## config.mk

```make
export PLATFORM = sky130hd
export DESIGN_NAME = spi_cmd_master_flat
export DESIGN_NICKNAME = d
export VERILOG_FILES = /design/src/rtl/spi_cmd_master_if.sv /design/src/rtl/spi_cmd_master.sv /design/src/flat_wrapper.sv
export SDC_FILE = /design/constraint.sdc
export NUM_CORES = 1
export LEC_CHECK = 0
export BUFFER_PORTS_ARGS = -buffer_cell sky130_fd_sc_hd__buf_2
export CAP_MARGIN = 10
export CORE_UTILIZATION = 58
export DETAILED_ROUTE_END_ITERATION = 8
export PLACE_DENSITY = 0.76
export SYNTH_ARGS = -nofsm -noshare
export SYNTH_HDL_FRONTEND = slang
export SYNTH_SLANG_ARGS = --single-unit
```

## constraint.sdc

```tcl
create_clock -name clk -period 3 [get_ports clk]
set_input_delay 0.3 -clock clk [delete_from_list [all_inputs] [get_ports clk]]
set_output_delay 0.3 -clock clk [all_outputs]
set_load 0.05 [all_outputs]
```

## src/rtl/spi_cmd_master_if.sv

```systemverilog
// spi_cmd_master_if: request/response handshake between a host and spi_cmd_master
interface spi_cmd_master_if #(parameter int VALUE_WIDTH = 32);
    logic                   start;
    logic [VALUE_WIDTH-1:0] txValue;
    logic                   busy;
    logic                   done;
    logic [VALUE_WIDTH-1:0] rxValue;
    modport master(output start, txValue, input busy, done, rxValue);
    modport slave(input start, txValue, output busy, done, rxValue);
endinterface

```

## src/rtl/spi_cmd_master.sv

```systemverilog
// spi_cmd_master: mode-0 MSB-first SPI master, one full-duplex command/response frame per request
module spi_cmd_master #(
    parameter int VALUE_WIDTH = 32,
    parameter int CLK_DIV     = 4,
    parameter int CS_SETUP    = 2,
    parameter int CS_HOLD     = 2,
    parameter int CS_GAP      = 4
) (
    input  logic            clk,
    input  logic            rest,
    spi_cmd_master_if.slave bus,
    output logic            spi_cs,
    output logic            spi_sclk,
    output logic            spi_mosi,
    input  logic            spi_miso
);
    localparam int BW = $clog2(VALUE_WIDTH);
    typedef enum logic [2:0] {IDLE, SETUP, LOW, HIGH, HOLD, GAP} state_t;
    state_t                 state_q, state_d;
    logic [15:0]            cnt_q, cnt_d;
    logic [BW-1:0]          bit_cnt_q, bit_cnt_d;
    logic [VALUE_WIDTH-1:0] tx_q, tx_d, rx_q, rx_d, rx_value_q, rx_value_d;
    logic                   busy_q, busy_d, done_q, done_d;
    logic                   cs_q, cs_d, sclk_q, sclk_d, mosi_q, mosi_d;
    int                     len;
    logic                   last;
    // the IDLE cycle in which the next start is accepted counts as the final cs-high gap cycle
    always_comb begin
        len = (state_q == LOW || state_q == HIGH) ? CLK_DIV :
              (state_q == SETUP) ? CS_SETUP : (state_q == HOLD) ? CS_HOLD : CS_GAP - 1;
        last = int'(cnt_q) == len - 1;
        state_d = state_q;
        cnt_d = (state_q == IDLE || last) ? '0 : cnt_q + 16'd1;
        bit_cnt_d = bit_cnt_q;
        tx_d = tx_q;
        rx_d = rx_q;
        rx_value_d = rx_value_q;
        busy_d = busy_q;
        done_d = 1'b0;
        cs_d = cs_q;
        sclk_d = sclk_q;
        mosi_d = mosi_q;
        case (state_q)
            IDLE: if (bus.start) begin
                tx_d = bus.txValue;
                bit_cnt_d = BW'(VALUE_WIDTH - 1);
                cs_d = 1'b0;
                mosi_d = bus.txValue[VALUE_WIDTH-1];
                busy_d = 1'b1;
                state_d = SETUP;
            end
            SETUP: if (last) state_d = LOW;
            LOW: if (last) begin
                sclk_d = 1'b1;
                rx_d = {rx_q[VALUE_WIDTH-2:0], spi_miso};
                state_d = HIGH;
            end
            HIGH: if (last) begin
                sclk_d = 1'b0;
                if (bit_cnt_q == '0) state_d = HOLD;
                else begin
                    bit_cnt_d = bit_cnt_q - BW'(1);
                    tx_d = tx_q << 1;
                    mosi_d = tx_q[VALUE_WIDTH-2];
                    state_d = LOW;
                end
            end
            HOLD: if (last) begin
                cs_d = 1'b1;
                mosi_d = 1'b0;
                rx_value_d = rx_q;
                done_d = 1'b1;
                busy_d = CS_GAP > 1;
                state_d = (CS_GAP > 1) ? GAP : IDLE;
            end
            GAP: if (last) begin
                busy_d = 1'b0;
                state_d = IDLE;
            end
            default: state_d = IDLE;
        endcase
    end
    always_ff @(posedge clk or negedge rest) begin
        if (!rest) begin
            state_q <= IDLE;
            cnt_q <= '0;
            bit_cnt_q <= '0;
            tx_q <= '0;
            rx_q <= '0;
            rx_value_q <= '0;
            busy_q <= 1'b0;
            done_q <= 1'b0;
            cs_q <= 1'b1;
            sclk_q <= 1'b0;
            mosi_q <= 1'b0;
        end else begin
            state_q <= state_d;
            cnt_q <= cnt_d;
            bit_cnt_q <= bit_cnt_d;
            tx_q <= tx_d;
            rx_q <= rx_d;
            rx_value_q <= rx_value_d;
            busy_q <= busy_d;
            done_q <= done_d;
            cs_q <= cs_d;
            sclk_q <= sclk_d;
            mosi_q <= mosi_d;
        end
    end
    assign bus.busy = busy_q;
    assign bus.done = done_q;
    assign bus.rxValue = rx_value_q;
    assign spi_cs = cs_q;
    assign spi_sclk = sclk_q;
    assign spi_mosi = mosi_q;
endmodule

```

## src/flat_wrapper.sv

```systemverilog
// flat-port wrapper written by rule: the top's interface ports become plain ports
module spi_cmd_master_flat 
#(
    parameter int VALUE_WIDTH = 32,
    parameter int CLK_DIV     = 4,
    parameter int CS_SETUP    = 2,
    parameter int CS_HOLD     = 2,
    parameter int CS_GAP      = 4
)
  (clk, rest, spi_cs, spi_sclk, spi_mosi, spi_miso, bus_start, bus_txValue, bus_busy, bus_done, bus_rxValue);
  spi_cmd_master_if #(.VALUE_WIDTH(VALUE_WIDTH)) bus_i ();
  input  logic clk;
  input  logic rest;
  output logic spi_cs;
  output logic spi_sclk;
  output logic spi_mosi;
  input  logic spi_miso;
  input wire logic [$bits(bus_i.start)-1:0] bus_start;
  input wire logic [$bits(bus_i.txValue)-1:0] bus_txValue;
  output wire logic [$bits(bus_i.busy)-1:0] bus_busy;
  output wire logic [$bits(bus_i.done)-1:0] bus_done;
  output wire logic [$bits(bus_i.rxValue)-1:0] bus_rxValue;
  assign bus_i.start = bus_start;
  assign bus_i.txValue = bus_txValue;
  assign bus_busy = bus_i.busy;
  assign bus_done = bus_i.done;
  assign bus_rxValue = bus_i.rxValue;
  spi_cmd_master #(.VALUE_WIDTH(VALUE_WIDTH), .CLK_DIV(CLK_DIV), .CS_SETUP(CS_SETUP), .CS_HOLD(CS_HOLD), .CS_GAP(CS_GAP)) u_core (.clk(clk), .rest(rest), .bus(bus_i), .spi_cs(spi_cs), .spi_sclk(spi_sclk), .spi_mosi(spi_mosi), .spi_miso(spi_miso));
endmodule
```

==> metrics.md <==
| Metric | Value |
|---|---|
| Status | `finished, final reports clean` |
| Total grt overflow | `0` |
| Most common cell after layout, fill and taps aside | `dfrtp_1` |
| Stage delay of the slowest cell on the critical path | `610 ps` |
| Synthesized net count | `509` |
| Cell Rows | `35` |
| Max Clk Rate | `355 MHz` |
| Number of non-filler instances in the completed layout | `693` |
| Most frequent cells in the layout | `123 x dfrtp_1, 103 x nand2_1, 71 x buf_2` |
| Library cell used as clock root buffer | `clkbuf_8` |
| Start point of the critical path | `u_core.state_q[2]` |
| Total Power Consumption | `3640 uW` |
| Maximum clock skew at final layout | `12.2 ps` |
| Deepest level of the CTS H-tree | `4` |
| Number of clock sinks | `124` |
| Initial core utilization | `60.4%` |
| Number of antenna repair diodes | `0` |
| Async set-reset flop share out of synthesis | `100%` |
| Post-Synthesis Mean Instance Area | `11.9 um2` |
| Number of enable flip-flop cells after synthesis | `0` |
| Global-route usage over all layers | `22.4%` |
| Number of hold violations in the final report | `0` |
| Setup slack, reg-to-reg | `180 ps` |
| Yosys top cell by area | `dfrtp_1` |
| Number of buffers inserted by post-CTS setup repair | `0` |
| GP Congestion | `0.832` |
| Most area-consuming cells after synthesis | `dfrtp_1 55%, mux2_2 13%, mux2_4 7.8%` |
| Buffer levels on the longest clock path | `2` |
| Total vias in the final route | `3649` |
| First DRT Iteration DRCs | `234` |
| Worst max-slew margin expressed relative to the limit | `55.9%` |
| Most frequently used flop master after synthesis | `dfrtp_1` |
| Number of unique standard cell types used by synthesis | `44` |
| Layout-stage area growth over the synthesis result | `19.1%` |
| Unrepaired setup endpoints after global routing | `no` |
| Vias per Instance | `5.27` |
| Estimated wirelength of the detail-placed design | `6400 um` |
| Sort of element at the end of the critical path | `register` |
| NumNets Final | `589` |
| Die extent in x | `100 um` |
| Portion of the post-synthesis area used by sequential elements | `55.4%` |
| Critical-path maximum fanout | `33` |
| DR DRC count | `0` |
| # port buffers | `72` |
| Maximum number of pins on one net before global-route repair | `60` |
| Routed wire length | `10400 um` |
| Min-Delay Path Class | `input pin to register` |
| Endpoint arrival time on the critical path | `3200 ps` |
| Worst voltage drop across the vdd grid | `0.426 mV` |
| Mapped Cells | `471` |
| Worst-margin pin slew | `651 ps` |
| Finish-stage setup viols | `0` |
| Share of layout cells above drive strength 1 | `38.7%` |
| Vias in the first global route | `3588` |
| Critical path launch point type | `register` |
| Number of antenna violations at the first check in global routing | `0` |
| Core Area | `9280 um2` |
| Clock-pin slew reported for the worst setup and hold paths after clock tree synthesis | `60 ps` |
| Global-route wire length before repair | `17400 um` |
| Synthesized flop and latch total | `124` |
| Required time of the worst setup path | `3390 ps` |
| Synthesis warning total | `0` |
| Ordered list of cells on the worst path | `or3b_1 > o21a_1 > a211oi_4 > nand4_4 > buf_4 > mux2_4` |
| DRT antenna net count | `0` |
| Mapped cell area | `5610 um2` |
| Cell with the largest stage delay on the worst path | `dfrtp_1` |
| Clock latency of the later-clocked register in the worst-skew pair | `510 ps` |
| Number of max-cap violations | `0` |
| Wirelength per Cell | `15.0 um` |
| Post-placement cell count | `659` |
| Die area | `10100 um2` |
| Final critical delay including setup and external delays | `2820 ps` |
| Final setup TNS | `0 ps` |
| Die height | `100 um` |
| Part of the cycle the worst path needs | `93.9%` |
| Count of pins on the block boundary | `73` |
| Max Slew Vio Count | `0` |
| Power per cell area | `545 nW/um2` |
| Static leakage power | `0.00353 uW` |
| Reg-to-reg startpoint | `u_core.state_q[2]` |
| Origin of the worst min-delay path | `spi_miso` |
| Util after Layout | `71.9%` |
| Number of CTS-inserted buffers | `17` |
| Area fraction of the dominant cell type after synthesis | `54.9%` |
| TritonCTS clock tree | `yes` |
| Length of the first detailed-routing pass in iterations | `5` |
| Start-to-end type of the worst setup path | `register to register` |
-- registers in the layout (all words and copies together) (netlist names) --
signal	flops
u_core.bit_cnt_q	5
u_core.bus.busy	1
u_core.bus.done	1
u_core.bus.rxValue	32
u_core.cnt_q	16
u_core.rx_q	32
u_core.spi_cs	1
u_core.spi_mosi	1
u_core.spi_sclk	1
u_core.state_q	3
u_core.tx_q	31
-- report_power, final --
part | internal [uW] | switching, uW | total, uW
Sequential | 1680 | 3.74 | 1680
Combinational | 26.6 | 40.2 | 66.8
Clock | 1110 | 778 | 1890
Total | 2820 | 822 | 3640
-- metrics by stage --
stage          area (um2)  setup slack [ps]  hold WS (ps)
3_3_place_gp         6090              47.7           300
3_5_place_dp         6090             -97.2           303
2_1_floorplan        5610               714          4.41
4_1_cts              6670              22.5          3.48
6_report             6680               182          27.0
5_1_grt              6680              83.2          23.3
-- timing repair --
item | CTS | global route
pin swaps | 1 | 0
resized for setup | 2 | 2
endpoints found under the hold margin | 36 | 0
hold buffers | 1 | 0
gates cloned | 1 | 0
endpoints found under the setup margin | 31 | 82
-- critical path, delay by kind of cell (launching register included) --
kind | cells | cell delay [ps]
DFF | 1 | 610
and+or+nand+nor | 2 | 550
buffers and inverters | 1 | 330
muxes | 1 | 370
AOI/OAI and AO/OA | 2 | 810
-- layer usage --
layer,GRT usage [%],share of wire [%]
met5,0,0
met3,6.62,5.0
met2,34.5,47
met1,30.6,47
met4,7.47,0.63
-- area by class of cell --
class | count | area, um2
clock buffer | 18 | 418
clock inverter | 14 | 135
fill | 686 | 2610
inverter | 11 | 41.3
multi-input combinational | 314 | 2360
sequential | 124 | 3100
tap | 129 | 161
timing repair buffer | 83 | 460
-- Yosys cell counts, types with 2 or more instances --
cell and n:
o21a_1 2, buf_4 3, xor2_1 3, dfrtp_1 123
and2_1 3, xnor2_1 11, a2bb2oi_1 2, ha_1 2
nand4_1 3, or2_2 3, buf_2 5, nor3_1 7
mux2_4 29, nor4_1 4, mux2_2 66, clkbuf_1 10
and3_1 4, mux2i_1 3, a21oi_1 7, nand2_1 103
a31oi_1 3, buf_6 5, nor2_1 28, nor4b_1 2
nand2b_1 3, o21ai_0 4, nand3_1 6, inv_1 11
-- cells by family (layout without fill, tap and decap cells) --
family | after synthesis | after routing | synth area share, %
AO/OA/AOI/OAI | 28 | 29 | 3.53
XOR/XNOR | 14 | 14 | 2.19
adder cells (fa/ha/maj) | 2 | 2 | 0.446
buffers and inverters | 34 | 126 | 3.26
flip-flops | 124 | 124 | 55.4
multiplexers | 99 | 99 | 21.8
AND/OR/NAND/NOR | 170 | 170 | 13.5
-- final timing paths --
path | depth (start not counted) | endpoint
setup / recovery | 6 | u_core.rx_q[25]
hold / removal | 2 | u_core.rx_q[0]
setup reg to reg | 6 | u_core.rx_q[25]
hold reg to reg | 2 | u_core.spi_cs
max in group asynchronous | 3 | u_core.bus.rxValue[11]
min in group asynchronous | 2 | u_core.cnt_q[11]
No activity file was read; power rests on OpenSTA's default activity.
